[config.mk]
export PLATFORM = sky130hd
export DESIGN_NAME = rx
export DESIGN_NICKNAME = d
export VERILOG_FILES = /design/src/rtl/rx.sv
export SDC_FILE = /design/constraint.sdc
export NUM_CORES = 1
export LEC_CHECK = 0
export ABC_AREA = 1
export CAP_MARGIN = 30
export CORE_ASPECT_RATIO = 1.5
export CORE_UTILIZATION = 30
export DETAILED_ROUTE_END_ITERATION = 8
export GPL_ROUTABILITY_DRIVEN = 0
export SETUP_SLACK_MARGIN = 0.4
export SYNTH_ARGS = -nofsm -noshare
export SYNTH_HDL_FRONTEND = slang
export SYNTH_SLANG_ARGS = --single-unit
[constraint.sdc]
create_clock -name clk -period 1.7 [get_ports clk]
set_clock_uncertainty 0.15 [all_clocks]
set_input_delay 0.34 -clock clk [delete_from_list [all_inputs] [get_ports clk]]
set_output_delay 0.34 -clock clk [all_outputs]
set_load 0.05 [all_outputs]
[src/rtl/rx.sv]
// 8N1 UART receiver driven by a shared 16x baud tick; holds the last good byte and flags rda.
// Define RX_FERR_EN to add the sticky framing-error output ferr.
`timescale 1ns/1ps

module rx #(
    parameter int unsigned DATA_BITS  = 8,
    parameter int unsigned OVERSAMPLE = 16
) (
    input  logic                 clk,
    input  logic                 rst,
    input  logic                 RxD,
    input  logic                 en,
    input  logic                 clr_rda,
    output logic [DATA_BITS-1:0] data,
    output logic                 rda
`ifdef RX_FERR_EN
    ,
    output logic                 ferr
`endif
);

    localparam int unsigned TW = $clog2(OVERSAMPLE);
    localparam int unsigned BW = $clog2(DATA_BITS + 1);

    localparam logic [TW-1:0] HalfLast = TW'(OVERSAMPLE / 2 - 1);
    localparam logic [TW-1:0] FullLast = TW'(OVERSAMPLE - 1);
    localparam logic [BW-1:0] BitLast  = BW'(DATA_BITS - 1);

    typedef enum logic [1:0] {
        StIdle  = 2'd0,
        StStart = 2'd1,
        StData  = 2'd2,
        StStop  = 2'd3
    } state_e;

    state_e               state_q;
    logic [TW-1:0]        tick_q;
    logic [BW-1:0]        bit_q;
    logic [DATA_BITS-1:0] shift_q;
    logic [DATA_BITS-1:0] data_q;
    logic                 rda_q;
    logic                 sync1_q;
    logic                 rx_s;
`ifdef RX_FERR_EN
    logic                 ferr_q;
`endif

    // RxD is asynchronous to clk; idle-high reset value avoids a false start out of reset.
    always_ff @(posedge clk or posedge rst) begin
        if (rst) begin
            sync1_q <= 1'b1;
            rx_s    <= 1'b1;
        end else begin
            sync1_q <= RxD;
            rx_s    <= sync1_q;
        end
    end

    always_ff @(posedge clk or posedge rst) begin
        if (rst) begin
            state_q <= StIdle;
            tick_q  <= '0;
            bit_q   <= '0;
            shift_q <= '0;
            data_q  <= '0;
            rda_q   <= 1'b0;
`ifdef RX_FERR_EN
            ferr_q  <= 1'b0;
`endif
        end else begin
            // Clears come first so a same-cycle load or framing error overrides them.
            if (clr_rda) begin
                rda_q  <= 1'b0;
`ifdef RX_FERR_EN
                ferr_q <= 1'b0;
`endif
            end
            unique case (state_q)
                StIdle: begin
                    if (!rx_s) begin
                        state_q <= StStart;
                        tick_q  <= '0;
                    end
                end
                StStart: begin
                    if (en) begin
                        if (tick_q == HalfLast) begin
                            tick_q <= '0;
                            if (!rx_s) begin
                                state_q <= StData;
                                bit_q   <= '0;
                            end else begin
                                state_q <= StIdle;
                            end
                        end else begin
                            tick_q <= tick_q + 1'b1;
                        end
                    end
                end
                StData: begin
                    if (en) begin
                        if (tick_q == FullLast) begin
                            tick_q  <= '0;
                            shift_q <= {rx_s, shift_q[DATA_BITS-1:1]};
                            bit_q   <= bit_q + 1'b1;
                            if (bit_q == BitLast) begin
                                state_q <= StStop;
                            end
                        end else begin
                            tick_q <= tick_q + 1'b1;
                        end
                    end
                end
                StStop: begin
                    if (en) begin
                        if (tick_q == FullLast) begin
                            tick_q  <= '0;
                            state_q <= StIdle;
                            if (rx_s) begin
                                data_q <= shift_q;
                                rda_q  <= 1'b1;
                            end else begin
`ifdef RX_FERR_EN
                                ferr_q <= 1'b1;
`endif
                            end
                        end else begin
                            tick_q <= tick_q + 1'b1;
                        end
                    end
                end
                default: state_q <= StIdle;
            endcase
        end
    end

    assign data = data_q;
    assign rda  = rda_q;
`ifdef RX_FERR_EN
    assign ferr = ferr_q;
`endif

endmodule

# Yosys cells after proc, flatten, opt, wreduce, memory -nomap -nowiden

Index checks and enable logic that the tools add are counted.

Output and inout port bits: 9
Input port bits: 5
Flip-flop bits (word level): 29
Logic and storage cells: 60

Multiplexer cells: 26
Reductions and logical operators: 8
Eq/ne operators: 16
Add/sub/neg operators: 2

Operators with widths:

| operator                                              | count |
|---|---|
| two-way mux 4 bit                                     | 9 |
| two-way mux 2 bit                                     | 9 |
| inequality test 2 bit, second input constant          | 9 |
| case mux 4 bit (3 select lines)                       | 1 |
| adder 4 x 1 -> 4 bit, second input constant           | 2 |
| == test 4 x 3 -> 1 bit, second input constant         | 2 |
| case mux 2 bit (4 select lines)                       | 1 |
| case mux 4 bit (2 select lines)                       | 1 |
| AND reduction 8 bit                                   | 1 |
| AND reduction 3 bit                                   | 2 |
| AND reduction 6 bit                                   | 1 |
| two-way mux 1 bit                                     | 5 |
| == test 2 bit, second input constant                  | 2 |
| == test 4 bit, second input constant                  | 1 |
| AND reduction 4 bit                                   | 1 |
| == test 2 x 1 -> 1 bit, second input constant         | 1 |
| zero test 2 bit                                       | 1 |
| inequality test 2 x 1 -> 1 bit, second input constant | 1 |
| nonzero test 2 bit                                    | 1 |
| OR reduction 2 bit                                    | 1 |

# Depth between registers and ports, before layout

Gate-level depths: netlist (run 1).

Word-level depth: 5
Depth in mapped cells: 9
Mapped depth without buffers: 9

# Least setup slack after synthesis (run 1)

No wires, ideal clock.

Kind: register to register
From: register tick_q[0]
To: register data_q[6], in the netlist data[6]
Cell stages (with the launch flop): 8
Buffers on the path: 1
Data arrival time: 1.253 ns
Period minus slack after synthesis: 1.523 ns
Setup slack: 0.177 ns
Library setup time: 0.120 ns
Data required time: 1.430 ns
Cells stage by stage: dfrtp_1 ha_1 nand3_2 nor3_2 nand3_2 buf_6 nand2_1 o21ai_2

Word-level cells in the longest chain between the ends: 2

RTL lines:

| element                              | line | source |
|---|---|---|
| start, declared                      | 37   | `logic [TW-1:0] tick_q;` |
| start signal, assigned               | 96   | `tick_q <= tick_q + 1'b1;` |
| start signal, assigned               | 110  | `tick_q <= tick_q + 1'b1;` |
| start signal, assigned               | 128  | `tick_q <= tick_q + 1'b1;` |
| == test 4 bit                        | 116  | `if (tick_q == FullLast) begin` |
| AND reduction 4 bit (no source line) | n/a  |  |
| end signal, assigned                 | 120  | `data_q <= shift_q;` |
| end, declared                        | 40   | `logic [DATA_BITS-1:0] data_q;` |

Every way passes these cells.
A chain may end at the register's enable or synchronous reset.

==> impl_metrics.yaml, run 1 <==
route:
  drc: 2
  avgRoutedWirePerCell_microns: 12.61
  first_iter_violations: 42
  vias: 1076
  wl_microns: 2825
  viasPerCell: 4.804
  antenna_left: 0
  drtPass1Iterations: 6
worst_setup_path:
  rr_startpoint: "tick_q[1]"
  startpoint_type: "flip-flop"
  critPathKind: "reg2reg"
  critPathMaxFanout: 4
  cpPeakStageDelay_ns: 0.40
  cp_slowest_cell: "dfrtp_1"
  crit_start: "tick_q[1]"
  crit_path_frequent_cell: "nand2_1"
  end_kind: "flip-flop"
  worst_ep_arrival_time_ns: 1.54
  crit_required_ns: 1.72
  ff2ff_setup_slack_ns: 0.18
  path_cells: "ha_4 > nand3_1 > nand2_1 > nand2_2 > nor2_1 > nand2_1 > nand2_1 > nand2_1"
yosys:
  synth_common_cells: "45 x nand2_1, 27 x dfrtp_1, 17 x inv_1"
  synth_area_sq_um: 1370
  ys_seq_area_frac: 0.5315
  synth.most_common_cell: "nand2_1"
  synth.area.top_cells: "dfrtp_1 49%, nand2_1 12%, o21ai_2 10%"
  ys_ff_latch: 29
  ys.flop_type: "dfrtp_1"
  synth.avg_cell_area_sq_um: 9.384
  async_flop_share: 1.000
  yosys.area.top_type: "dfrtp_1"
  synth_top_area_share: 0.4932
  synth_fp_nets: 153
  yosys_warnings: 0
  synth_cell_types: 22
  synth_cells: 146
  synth-edff-count: 0
sta:
  whs_ns: 0.1798
  drv_slew: 0
  post-route-min-period_ns: 1.523
  setup_slack_ns: 0.1770
  tightest_slew_ns: 0.3691
  fin_crit_sh: 0.8959
  setup_viol: 0
  clock.fmax_mhz: 656.6
  grt_setup_unrepaired: "yes"
  slew_headroom: 0.7537
  final_hold_viol_count: 0
layout:
  layout.nets: 184
  antenna_cells: 0
  drive_above_1_share: 0.3820
  synthToLayoutAreaGrowth_pct: 38.54
  final_util: 0.4396
  final_area_sq_um: 1898
  fillCellCount: 391
hold_path:
  hp-class: "in2async"
placed_design:
  dp_hpwl_microns: 1945
  port-buffer-count: 13
  dpl-instance-area_sq_um: 1715
  pre_cts_ws_ns: -0.07471
clock_tree:
  clk_pin_slew_ns: 0.06
  clockBufferDepth: 2
  cts_tree: "done"
  htreeDepth: 2
  cts_buffers: 5
  clk_latency_ns: 0.28
  root_buffer: "clkbuf_8"
  cts.sinks: 29
floorplan:
  dieArea_sq_um: 4846
  core_sq_um: 4318
  dieHeight_microns: 84.77
  io-pin-count: 14
  rows: 29
  initial_utilization: 0.3173
  die_x_microns: 57.18
pwr:
  cellPowerDensity_nw_per_um2: 1040
  p_leak_nw: 0.8442
  power_mw: 1.974
  peakVddDrop_mv: 0.6705
global_routing:
  antenna_found_initial: 0
  grt_max_degree: 19
  gr-total-overflow: 0
  grt_use_total: 0.1399
  grt_pass1_wl_microns: 5112
  first_global_vias: 1181
status:
  violations: "DRC"
  status: "complete, but fails checks"
job:
  cap_violations: 0
-- final timing paths --
path                       cells after the start        end
hold reg to reg                                0       rx_s
hold / removal                                 2  tick_q[1]
setup / recovery                               8  flip-flop
max in group asynchronous                      3       rx_s
min in group clk                               0       rx_s
setup reg to reg                               8  flip-flop
-- power breakdown --
group,internal (mW),leakage (nW),switching [mW]
logic,0.226,0.411,0.328
clock network,0.281,0.0439,0.259
registers,0.774,0.389,0.105
-- sequential cells by signal, indices dropped and copies added (netlist names), named ones only --
register and flops:
rx_s 1, state_q 1, shift_q 8, sync1_q 1, data 8, tick_q 4
bit_q 4, rda 1
-- per-stage QoR --
| step | TNS [ns] | std cells |
|---|---|---|
| after floorplan | 0 | 146 |
| after global placement | -0.2557 | 209 |
| after detailed placement | -0.5339 | 209 |
| after CTS | 0 | 223 |
| after global routing | 0 | 224 |
| final | 0 | 224 |
-- routing by layer --
metal	global-route usage	share of wire	vias up
met4	0.08647	0.029	0
li1	-	-	529
met1	0.1365	0.39	515
met3	0.04314	0.042	10
met5	0	0	-
met2	0.2503	0.54	22
-- critical path: cells and delay by family (launching register included) --
family / cells / cell delay (ns)
adders and majority gates: 1 / 0.18
and+or+nand+nor: 7 / 0.68
DFF: 1 / 0.40
-- logic make-up after synthesis --
kind of cell | Yosys count | synth area share
and+or+nand+nor | 65 | 0.2146
DFF | 29 | 0.5315
AOI/OAI and AO/OA | 26 | 0.1479
buffers and inverters | 21 | 0.06849
xor gates and xnor gates | 3 | 0.01918
adders and majority gates | 2 | 0.01826
-- layout by cell type, fill, tap and decap left out, types with 4 or more instances in the layout --
cell type / instances
inv_1: 14
nor2_1: 5
nand2_1: 44
o21ai_2: 18
inv_2: 4
buf_12: 11
nand3_1: 7
dfrtp_1: 25
clkbuf_8: 5
buf_4: 10
-- area by class of cell --
class	instances	area, sq um	share of cell area
sequential	29	730.7	0.3850
multi-input combinational	97	611.8	0.3223
timing repair buffer	25	337.8	0.1780
inverter	19	73.82	0.03889
tap	46	57.56	0.03032
clock inverter	3	17.52	0.009229
clock buffer	5	68.82	0.03626
-- what timing repair did --
action,4_1_cts,5_1_grt
hold buffers,0,0
cloned,1,0
pin swaps,2,1
buffers inserted,5,1
resized for setup,10,4
endpoints found under the setup margin,35,36
Note: power is estimated with default switching activity, not from simulation.
==> inputs of run 2 (changes only) <==
CORE_MARGIN = 5   (was unset)
CORE_UTILIZATION = 55   (was 30)
PLACE_DENSITY = 0.78   (was unset)
RECOVER_POWER = 25   (was unset)
==> run 2 against run 1 <==
Compared with the run above: the run now ends clean; worst setup slack got worse by 0.024 ns; routed wire length rose by 8.9%; non-clock buffer count rose by 5; power fell by 0.99%; sequential power barely moved; sequential cell count did not move; maximum frequency fell by 1.6%; first-iteration DRC count fell by 9.5%; combinational power rose by 27%; utilization rose by 36 points; die area fell by 26%; sequential share of layout area fell by 0.79 points.
==> impl_metrics.yaml, run 2 (synthesized netlist as in run 1, its figures left out) <==
sta:
  final_hold_viol_count: 0
  grt_setup_unrepaired: "yes"
  clock.fmax_mhz: 646.2
  post-route-min-period_ns: 1.547
  tightest_slew_ns: 0.7165
  setup_viol: 0
  whs_ns: 0.2128
  drv_slew: 0
  slew_headroom: 0.5223
  finalSetupTns_ns: 0
  fin_crit_sh: 0.9103
hold_path:
  hold_depth: 0
  hp-class: "reg2reg"
  hold_end: "rx_s"
  min_from: "sync1_q"
global_routing:
  grt_max_degree: 30
  antenna_found_initial: 0
  grt_pass1_wl_microns: 5306
  first_global_vias: 1190
  gr-total-overflow: 0
  grt_use_total: 0.1947
placed_design:
  dp.cells: 186
  port-buffer-count: 13
  dp_hpwl_microns: 1814
worst_setup_path:
  rr_startpoint: "tick_q[1]"
  ff2ff_setup_slack_ns: 0.17
  end_kind: "flip-flop"
  startpoint_type: "input port"
  worst_ep_arrival_time_ns: 1.61
  critPathKind: "in2reg"
  critPathMaxFanout: 17
  regToRegEndpoint: "shift_q[7]"
  rr_worst_depth: 7
  crit_required_ns: 1.76
clock_tree:
  clockBufferDepth: 2
  clk_pin_slew_ns: 0.08
  cts_hold_buf: 0
  root_buffer: "clkbuf_4"
  cts.sinks: 29
  cts_tree: "done"
  htreeDepth: 2
  cts_buffers: 5
  clk_latency_ns: 0.32
pwr:
  p_leak_nw: 0.8644
  power_mw: 1.955
  cellPowerDensity_nw_per_um2: 1010
  peakVddDrop_mv: 0.6090
route:
  viasPerCell: 5.481
  avgRoutedWirePerCell_microns: 14.93
  drc: 0
  first_iter_violations: 38
  antenna_left: 0
  wl_microns: 3076
  drtPass1Iterations: 6
  vias: 1129
layout:
  fillCellCount: 138
  layoutNonFillerInstCount: 206
  antenna_cells: 0
  layout_common_cells: "31 x nand2_1, 26 x dfrtp_1, 18 x o21ai_2"
  final_util: 0.7986
  drive_above_1_share: 0.4945
  synthToLayoutAreaGrowth_pct: 41.19
  final_common_cell: "nand2_1"
  layout.nets: 189
floorplan:
  die_x_microns: 50.75
  core_sq_um: 2422
  initial_utilization: 0.5656
  dieArea_sq_um: 3610
  io-pin-count: 14
  dieHeight_microns: 71.13
  rows: 22
status:
  status: "completed"
job:
  cap_violations: 0
run 2: routing by layer:
metal / track usage / share of wire / wire length [microns]
met3: 0.06947 / 0.048 / 149
met2: 0.3094 / 0.54 / 1655
met1: 0.2096 / 0.37 / 1140
met5: 0 / 0 / 0
met4: 0.1335 / 0.043 / 131
run 2: stage by stage:
stage / setup WS, ns / instance area (sq um)
finish: 0.1525 / 1934
global route: 0.06932 / 1934
CTS: 0.1786 / 1851
detailed placement: -0.1121 / 1680
global placement: -0.02112 / 1680
floorplan: 0.2231 / 1390
run 2: layout make-up:
| class | count | area [sq um] | share of cell area |
|---|---|---|---|
| inverter | 19 | 78.83 | 0.04075 |
| sequential | 29 | 729.5 | 0.3771 |
| clock inverter | 1 | 5.005 | 0.002587 |
| tap | 24 | 30.03 | 0.01552 |
| timing repair buffer | 30 | 369.1 | 0.1908 |
| clock buffer | 6 | 41.29 | 0.02135 |
| multi-input combinational | 97 | 680.7 | 0.3519 |
run 2: worst max-delay path by stage:
stage	from	endpoint	slack [ns]	cells after the start
6_report	en	data[0]	0.15	7
5_1_grt	tick_q[1]	data[7]	0.07	7
4_1_cts	tick_q[0]	data[3]	0.18	7
3_5_place_dp	en	data[3]	-0.11	7
3_3_place_gp	en	data[5]	-0.02	7
2_1_floorplan	tick_q[1]	data[6]	0.22	7
run 2: report_power, final:
group / internal, mW / switching (mW)
registers: 0.770 / 0.106
clock network: 0.152 / 0.224
logic: 0.295 / 0.407
total: 1.22 / 0.737
run 2: worst max-delay path, stage by stage:
cell	delay, ns
clkdlybuf4s50_1	0.56
inv_2	0.07
nor3_4	0.21
nand3_2	0.12
buf_12	0.18
nand2_1	0.08
o21ai_2	0.05
run 2: what timing repair did:
action	in CTS	in global routing
buffers inserted	9	3
gates cloned	1	0
endpoints found under the setup margin	34	36
gates resized for setup	18	23
pin swaps	4	4
==> inputs of run 3 (changes only) <==
REMOVE_ABC_BUFFERS = 1   (was unset)
==> run 3 against run 2 <==
Compared with the run above: maximum frequency down 5.2%; utilization is 3.9 points higher; combinational power grew 17%; via count up 10%.
==> impl_metrics.yaml, run 3 (synthesized netlist as in run 1, its figures left out) <==
status:
  status: "completed"
placed_design:
  dpl-instance-area_sq_um: 1653
  dp_hpwl_microns: 1782
  dp.cells: 185
  port-buffer-count: 13
clock_tree:
  cts_hold_buf: 0
  clockBufferDepth: 2
  clk_pin_slew_ns: 0.10
  clk_latency_ns: 0.34
  htreeDepth: 2
  cts.sinks: 29
  cts_tree: "done"
  cts_buffers: 5
  root_buffer: "clkbuf_4"
layout:
  layout_common_cells: "32 x nand2_1, 25 x dfrtp_1, 17 x o21ai_2"
  drive_above_1_share: 0.5026
  final_common_cell: "nand2_1"
  final_area_sq_um: 2028
  antenna_cells: 0
  synthToLayoutAreaGrowth_pct: 48.04
  layout.nets: 195
  layoutNonFillerInstCount: 213
worst_setup_path:
  critPathKind: "reg2reg"
  end_kind: "flip-flop"
  startpoint_type: "flip-flop"
  crit_required_ns: 1.77
  worst_ep_arrival_time_ns: 1.71
  critPathMaxFanout: 6
sta:
  whs_ns: 0.2135
  post-route-min-period_ns: 1.632
  clock.fmax_mhz: 612.7
  fin_crit_sh: 0.9600
  grt_setup_unrepaired: "yes"
  setup_viol: 0
  tightest_slew_ns: 0.7020
  finalSetupTns_ns: 0
  drv_slew: 0
  final_hold_viol_count: 0
  slew_headroom: 0.5320
floorplan:
  dieHeight_microns: 71.13
  io-pin-count: 14
  dieArea_sq_um: 3610
  initial_utilization: 0.5656
  die_x_microns: 50.75
  rows: 22
  core_sq_um: 2422
global_routing:
  grt_pass1_wl_microns: 5940
  first_global_vias: 1281
  gr-total-overflow: 0
  grt_max_degree: 30
  antenna_found_initial: 0
  grt_use_total: 0.2154
pwr:
  power_mw: 2.352
  p_leak_nw: 0.8953
  cellPowerDensity_nw_per_um2: 1160
  peakVddDrop_mv: 1.084
route:
  drc: 0
  vias: 1245
  first_iter_violations: 43
  drtPass1Iterations: 4
  viasPerCell: 5.845
  antenna_left: 0
  avgRoutedWirePerCell_microns: 18.48
  wl_microns: 3937
job:
  cap_violations: 0
hold_path:
  hp-class: "reg2reg"
[run 3: timing repair]
item / 4_1_cts / 5_1_grt
endpoints found under the setup margin: 35 / 36
gates cloned: 1 / 0
pin swaps: 4 / 13
resized for setup: 21 / 26
setup buffers: 11 / 8
[run 3: cell type report]
type                    instances  area, sq um
clock buffers                   7        55.05
fillers                       119        394.1
inverters                      19        78.83
repair buffers                 36        421.7
well taps                      24        30.03
clock inverters                 1        30.03
flip-flops and latches         29        730.7
multi-input cells              97        681.9
[run 3: critical path, stage by stage, from the launching register on]
cell     delay, ns
dfrtp_2       0.50
nor2_1        0.15
nand2_1       0.12
nand2_1       0.15
nand2_1       0.14
nor2_4        0.13
nand2_1       0.06
nand2_1       0.07
nand2_1       0.06
[run 3: power by group]
part | leakage (nW) | switching, mW | internal [mW]
Clock | 0.0455 | 0.265 | 0.351
Combinational | 0.460 | 0.481 | 0.338
Sequential | 0.389 | 0.145 | 0.772
Total | 0.895 | 0.891 | 1.46
[run 3: worst paths after layout]
path	depth (start not counted)	slack (ns)	startpoint	end
worst max-delay path	8	0.07	state_q[0]	flip-flop
max in group asynchronous	3	0.41	rst	asynchronous set/reset pin
min in group asynchronous	3	0.49	rst	shift_q[4]
worst min-delay path	0	0.21	sync1_q	rx_s
worst max register to register	8	0.07	state_q[0]	flip-flop
worst min register to register	0	0.21	sync1_q	rx_s
[run 3: per-layer routing]
layer  vias to the layer above  global-route usage  share of wire
li1                        554                   -              -
met1                       605              0.2431           0.34
met2                        64              0.3508           0.55
met3                        22             0.07158          0.065
met4                         0              0.1136          0.048
met5                         -                   0              0
[run 3: metrics by stage]
step                worst slack, ns    util
CTS                          0.2174  0.7815
finish                      0.06796  0.8373
global route              -0.001504  0.8373
global placement          0.0006801  0.6823
detailed placement         -0.05031  0.6823
floorplan                    0.1255       -
